[src/rtl/imm_decode_stage.sv]
// Immediate generator for the decode pipeline: builds I/S/B/U/J/Z immediates (plus CI/CJ when IMM_DECODE_RVC_EN is defined), sign/zero-extended to XLEN.
// Latency: 1 cycle (a beat accepted at edge N is presented on out_* during cycle N+1).
// Backpressure: output register + one skid register; in_ready = !skid_full, registered, so full throughput under stalls.
module imm_decode_stage #(
    parameter int XLEN  = 32,
    parameter int TAG_W = 5
) (
    input  logic              clk,
    input  logic              rst_n,
    input  logic              in_valid,
    output logic              in_ready,
    input  logic [31:0]       in_inst,
    input  logic [2:0]        in_sel,
    input  logic [TAG_W-1:0]  in_tag,
    output logic              out_valid,
    input  logic              out_ready,
    output logic [XLEN-1:0]   out_imm,
    output logic [TAG_W-1:0]  out_tag,
    output logic              out_err,
    output logic [7:0]        err_count
);

    typedef struct packed {
        logic [XLEN-1:0]  imm;
        logic [TAG_W-1:0] tag;
        logic             err;
    } beat_t;

    beat_t      out_q, out_d, skid_q, skid_d, new_beat;
    logic       out_valid_q, out_valid_d;
    logic       skid_full_q, skid_full_d;
    logic [7:0] err_count_q, err_count_d;
    logic [31:0] imm32;
    logic       sext;
    logic       illegal;
    logic       accept, drain;
    logic       unused_inst;

    // Opcode low bits select the format upstream; only some formats read them here.
    assign unused_inst = ^in_inst[6:0];

    always_comb begin
        imm32   = '0;
        sext    = 1'b1;
        illegal = 1'b0;
        case (in_sel)
            3'd0: imm32 = {{20{in_inst[31]}}, in_inst[31:20]};
            3'd1: imm32 = {{20{in_inst[31]}}, in_inst[31:25], in_inst[11:7]};
            3'd2: imm32 = {{19{in_inst[31]}}, in_inst[31], in_inst[7], in_inst[30:25],
                           in_inst[11:8], 1'b0};
            3'd3: imm32 = {in_inst[31:12], 12'b0};
            3'd4: imm32 = {{11{in_inst[31]}}, in_inst[31], in_inst[19:12], in_inst[20],
                           in_inst[30:21], 1'b0};
            3'd5: begin
                imm32 = {27'b0, in_inst[19:15]};
                sext  = 1'b0;
            end
`ifdef IMM_DECODE_RVC_EN
            3'd6: imm32 = {{26{in_inst[12]}}, in_inst[12], in_inst[6:2]};
            3'd7: imm32 = {{20{in_inst[12]}}, in_inst[12], in_inst[8], in_inst[10:9],
                           in_inst[6], in_inst[7], in_inst[2], in_inst[11],
                           in_inst[5:3], 1'b0};
`endif
            default: illegal = 1'b1;
        endcase
    end

    always_comb begin
        new_beat.tag = in_tag;
        new_beat.err = illegal;
        if (illegal) begin
            new_beat.imm = '0;
        end else if (sext) begin
            new_beat.imm = XLEN'($signed(imm32));
        end else begin
            new_beat.imm = XLEN'(imm32);
        end
    end

    assign accept = in_valid && in_ready;
    assign drain  = out_valid_q && out_ready;

    always_comb begin
        out_valid_d = out_valid_q;
        out_d       = out_q;
        skid_full_d = skid_full_q;
        skid_d      = skid_q;
        err_count_d = err_count_q;
        if (skid_full_q) begin
            // in_ready is low here, so nothing new can arrive this cycle.
            if (drain) begin
                out_d       = skid_q;
                skid_full_d = 1'b0;
            end
        end else if (!out_valid_q || drain) begin
            out_valid_d = accept;
            if (accept) begin
                out_d = new_beat;
            end
        end else if (accept) begin
            skid_full_d = 1'b1;
            skid_d      = new_beat;
        end
        if (accept && illegal && (err_count_q != 8'hFF)) begin
            err_count_d = err_count_q + 8'd1;
        end
    end

    always_ff @(posedge clk or negedge rst_n) begin
        if (!rst_n) begin
            out_valid_q <= 1'b0;
            out_q       <= '0;
            skid_full_q <= 1'b0;
            skid_q      <= '0;
            err_count_q <= '0;
        end else begin
            out_valid_q <= out_valid_d;
            out_q       <= out_d;
            skid_full_q <= skid_full_d;
            skid_q      <= skid_d;
            err_count_q <= err_count_d;
        end
    end

    assign in_ready  = !skid_full_q;
    assign out_valid = out_valid_q;
    assign out_imm   = out_q.imm;
    assign out_tag   = out_q.tag;
    assign out_err   = out_q.err;
    assign err_count = err_count_q;

endmodule

[config.mk]
export PLATFORM = sky130hd
export DESIGN_NAME = imm_decode_stage
export DESIGN_NICKNAME = d
export VERILOG_FILES = /design/src/rtl/imm_decode_stage.sv
export SDC_FILE = /design/constraint.sdc
export NUM_CORES = 1
export LEC_CHECK = 0
export CORE_ASPECT_RATIO = 0.75
export CORE_MARGIN = 2
export CORE_UTILIZATION = 63
export DETAILED_ROUTE_END_ITERATION = 8
export DONT_BUFFER_PORTS = 1
export PLACE_DENSITY_LB_ADDON = 0.08
export SLEW_MARGIN = 10
export SYNTH_ARGS = -nofsm -noshare
export SYNTH_HDL_FRONTEND = slang
export SYNTH_SLANG_ARGS = --single-unit
[constraint.sdc]
create_clock -name clk -period 1.81 [get_ports clk]
set_clock_uncertainty 0.2 [all_clocks]
set_input_delay 0.2715 -clock clk [delete_from_list [all_inputs] [get_ports clk]]
set_output_delay 0.2715 -clock clk [all_outputs]
set_load 0.1 [all_outputs]
Word-level counts from Yosys, hierarchy flattened
Cells that the tools add are included.
Word-level totals
  input port bits: 44
  word-level logic and storage cells: 44
  output and inout port bits: 48
  register bits after elaboration: 86
Cells by class
  multiplexer cells: 11
  bitwise logic cells: 2
  equality and inequality tests: 7
  add/sub/neg operators: 1
  reduce and logical (&&, ||, !) cells: 14
Operators with widths (count)
  $pmux W32 S6: 1
  $mux W38: 4
  $mux W32: 1
  $add A8 B1 Y8 const B: 1
  $ne A8 B8 Y1 const B: 1
  $eq A3 B2 Y1 const B: 2
  $eq A3 B3 Y1 const B: 2
  $reduce_and A3 Y1: 2
  $reduce_or A6 Y1: 1
  $mux W1: 5
  $logic_and A1 B1 Y1: 4
  $reduce_bool A2 Y1: 2
  $eq A3 B1 Y1 const B: 1
  $logic_not A3 Y1: 1
  $logic_not A1 Y1: 2
  $ne A2 B1 Y1 const B: 1
  $not A1 Y1: 2
  $reduce_and A2 Y1: 1
  $logic_or A1 B1 Y1: 1

Depth between registers and ports, before layout
  word-level depth: 6
  gate-level depth with buffers: 8
  depth with buffers taken out: 5

Worst setup path after synthesis
Ideal clock, no wire load.
  path kind: register -> register
  from: reg err_count_q[0] (netlist: err_count[0])
  to: reg err_count_q[1] (netlist: err_count[1])
  stages on the path, launching flop included: 5
  path slack: -0.574 ns
  buffers on the path: 0
  arrival time: 2.058 ns
  path through: dfrtp_1 > ha_1 > nand3_1 > o21ai_0 > mux2_2
Between the ends
  cells in the longest elaborated chain, start to end: 2
  elaborated cells on any way between the ends: 3
  classes of those cells: add/sub: 1; eq/ne: 1; reduce/logical: 1
RTL lines
  start: declaration: RTL line 32  | logic [7:0] err_count_q, err_count_d;
  start signal: assignment: RTL line 121  | err_count_q <= err_count_d;
  branches (longest 2 deep; another with $add A8 B1 Y8)
Several ways; the timed one is not identified.
A chain may end at the register's enable or synchronous reset.

Worst setup path after layout
  from: reg out_q (netlist bit out_imm[6])
  to: out out_imm[6]
RTL lines
  start: declaration: RTL line 29  | beat_t out_q, out_d, skid_q, skid_d, new_beat;
  start signal: assignment: RTL line 118  | out_q <= out_d;
  end: declaration: RTL line 17  | output logic [XLEN-1:0] out_imm,
No word-level cell between the ends.

==> summary.txt <==
Outcome
  – Outcome: finished with violations
  – Failing checks: negative hold slack

Synth
  – Mapped Avg Cell Area: 9.25 µm²
  – Ys Warns: 0
  – Post-synth ARST share: 100%
  – Share of the synthesized area in the top cell type: 51.6%
  – Syn Std Cell Area: 4170 µm²
  – Sequential fraction of the synthesis area: 51.6%
  – Top FF cell, synth: dfrtp_1
  – Synth area leaders: dfrtp_1, nand2_1, o21ai_0
  – Syn_nets: 496
  – Number of synthesized flops with an enable pin: 0
  – Netlist cell types: 43
  – Synth area leader: dfrtp_1
  – Post-Synthesis Cells: 451
  – Seq cells post-synth: 86

Final layout
  – Multi-input gate area: 1820 µm²
  – NumNets Final: 557
  – Ant diodes: 0
  – Number of fill cells: 398
  – Most frequent cells in the layout: nand2_1, dfrtp_1, buf_4
  – Post-Route Utilization: 81.6%
  – Layout cell share with drive strength beyond 1: 19.3%
  – Synth-to-layout area growth: 24.2%
  – Storage element area: 2180 µm²
  – Most common cell after layout, fill and taps aside: nand2_1

Route
  – Wire per inst: 17.8 µm
  – Final WL: 10,600 µm
  – Antenna-violating nets left: 0
  – Via-to-Cell Ratio: 6.12
  – Initial DRC count: 341
  – Drt drc: 0
  – Via count: 3,658
  – DR pass1 iterations: 5

Global route
  – Met3 Use GR: 10.4%
  – Grt met2 use: 45.3%
  – Largest net degree at the start of global routing: 87
  – Remaining Overflow, GRT: 0
  – GRT busiest layer: met2
  – Gr usage total: 29.4%
  – Vias in the first global route: 3,360
  – M1 GR Usage: 40.3%
  – Global-route wire length before repair: 16,800 µm
  – Initial antenna violation count: 0

STA
  – Final Hold Vio Count: 86
  – Worst Tran Pin Value: 0.922 ns
  – Worst hold slack: -0.605 ns
  – Part of the cycle the worst path needs: 98.4%
  – Slew Limit Fails: 0
  – Final setup viols: 0
  – Max Clk Rate: 0.562 GHz
  – Fin crit period: 1.78 ns
  – Slew headroom: 38.5%

Die
  – Chip Height: 74.5 µm
  – Row count: 25
  – Die ar.: 7300 µm²
  – CORE AREA: 6350 µm²
  – Die X: 98.0 µm
  – Num ports: 92
  – Starting Density: 65.7%

Clock network
  – Clock tree from TritonCTS: built
  – CTS root buf: clkbuf_8
  – Max H-tree Level: 3
  – CTS Hold Bufs: 32
  – Clock Path Buffers: 2
  – CTS buffer count: 9
  – Skew-Pair Late Insertion Delay: 0.36 ns
  – Clk sinks: 86
  – Reg clk slew, reported paths: 0.09 ns

Critical path
  – Crit Path Class: flop to output pin
  – CP Launch Type: flop
  – Data required, critical path: 1.34 ns
  – Worst Path Arrival: 1.31 ns
  – Crit. End Element: output pin
  – Crit Path Max Fanout: 2

Run
  – Max Cap Viol: 0

Placed design
  – Detailed Place HPWL: 6440 µm
  – Routability cong.: 0.818
  – Port Buffer Count: 0

Worst hold path
  – Min-Delay Path Class: input port to async pin
==> cell type report <==
cell class / instances / area share (%)
Tap cell: 81 / 1.96
Multi-Input combinational cell: 325 / 35.2
Sequential cell: 86 / 42.0
Inverter: 3 / 0.290
Clock buffer: 13 / 3.07
Timing Repair Buffer: 87 / 15.8
Clock inverter: 3 / 1.74
==> through the flow <==
step	setup TNS [ns]	instances	hold WS, ns	setup slack [ns]	instance area, µm²
final	0	598	-0.605	0.0295	5180
after global routing	-0.00992	598	-0.625	-0.00992	5180
after CTS	-0.0170	594	-0.615	-0.0170	5110
after detailed placement	0	546	-0.222	0.00158	4530
after global placement	0	546	-0.222	0.0540	4530
after floorplan	-0.149	451	-0.224	-0.0185	4210
==> cells in the mapped netlist, types with 2 or more instances <==
cell / n
mux2_2: 3
clkbuf_1: 15
o211ai_1: 16
dfrtp_1: 86
buf_6: 5
a311oi_1: 8
o21ai_1: 14
xnor2_1: 3
buf_2: 13
nand2b_1: 15
nand4_1: 3
mux2i_1: 6
nor3b_1: 7
inv_1: 3
nor2_1: 9
nand3_1: 30
o21a_1: 2
a21oi_1: 35
nand2_1: 94
o211ai_2: 2
nor4bb_1: 2
nor3_1: 2
o21ai_0: 48
a211oi_1: 8
buf_1: 2
a21oi_2: 3
==> kinds of logic after synthesis <==
group,share of synthesized area (%)
muxes,2.25
and+or+nand+nor,20.1
AOI/OAI and AO/OA,19.4
adders and majority gates,0.570
DFF,51.6
buffers and inverters,5.25
xor gates and xnor gates,0.840
==> timing repair <==
item                                   in CTS  in global routing
gates resized for setup                     4                  7
endpoints found under the hold margin     143                 86
buffers inserted                            0                  3
cloned                                      0                  1
setup endpoints to repair                   7                 15
==> sequential cells by signal, indices dropped and copies added (netlist names) <==
name,flops
out_tag,5
err_count,8
out_valid,1
skid_q,38
out_imm,32
out_err,1
skid_full_q,1
==> worst paths after layout <==
kind / cells past startpoint / start / slack (ns) / endpoint
worst max-delay path: 0 / out_imm[6] / 0.03 / out_imm[6]
worst min-delay path: 0 / rst_n / -0.60 / out_imm[14]
worst max register to register: 5 / out_valid / 0.08 / out_imm[11]
worst min register to register: 2 / skid_q[5] / 0.28 / skid_q[5]
max in group asynchronous: 0 / rst_n / 1.86 / err_count[5]
min in group clk: 2 / in_inst[17] / 0.03 / skid_q[23]
==> layer usage <==
| layer | wire (µm) | share of wire [%] | up-vias |
|---|---|---|---|
| met5 | 0 | 0 | - |
| met3 | 1020 | 9.5 | 21 |
| met1 | 4570 | 43 | 1758 |
| met2 | 4880 | 46 | 177 |
| li1 | - | - | 1702 |
| met4 | 165 | 1.6 | 0 |
Power is not shown: default switching activity piles up to over one toggle a cycle in this logic, so the estimate is an artifact.
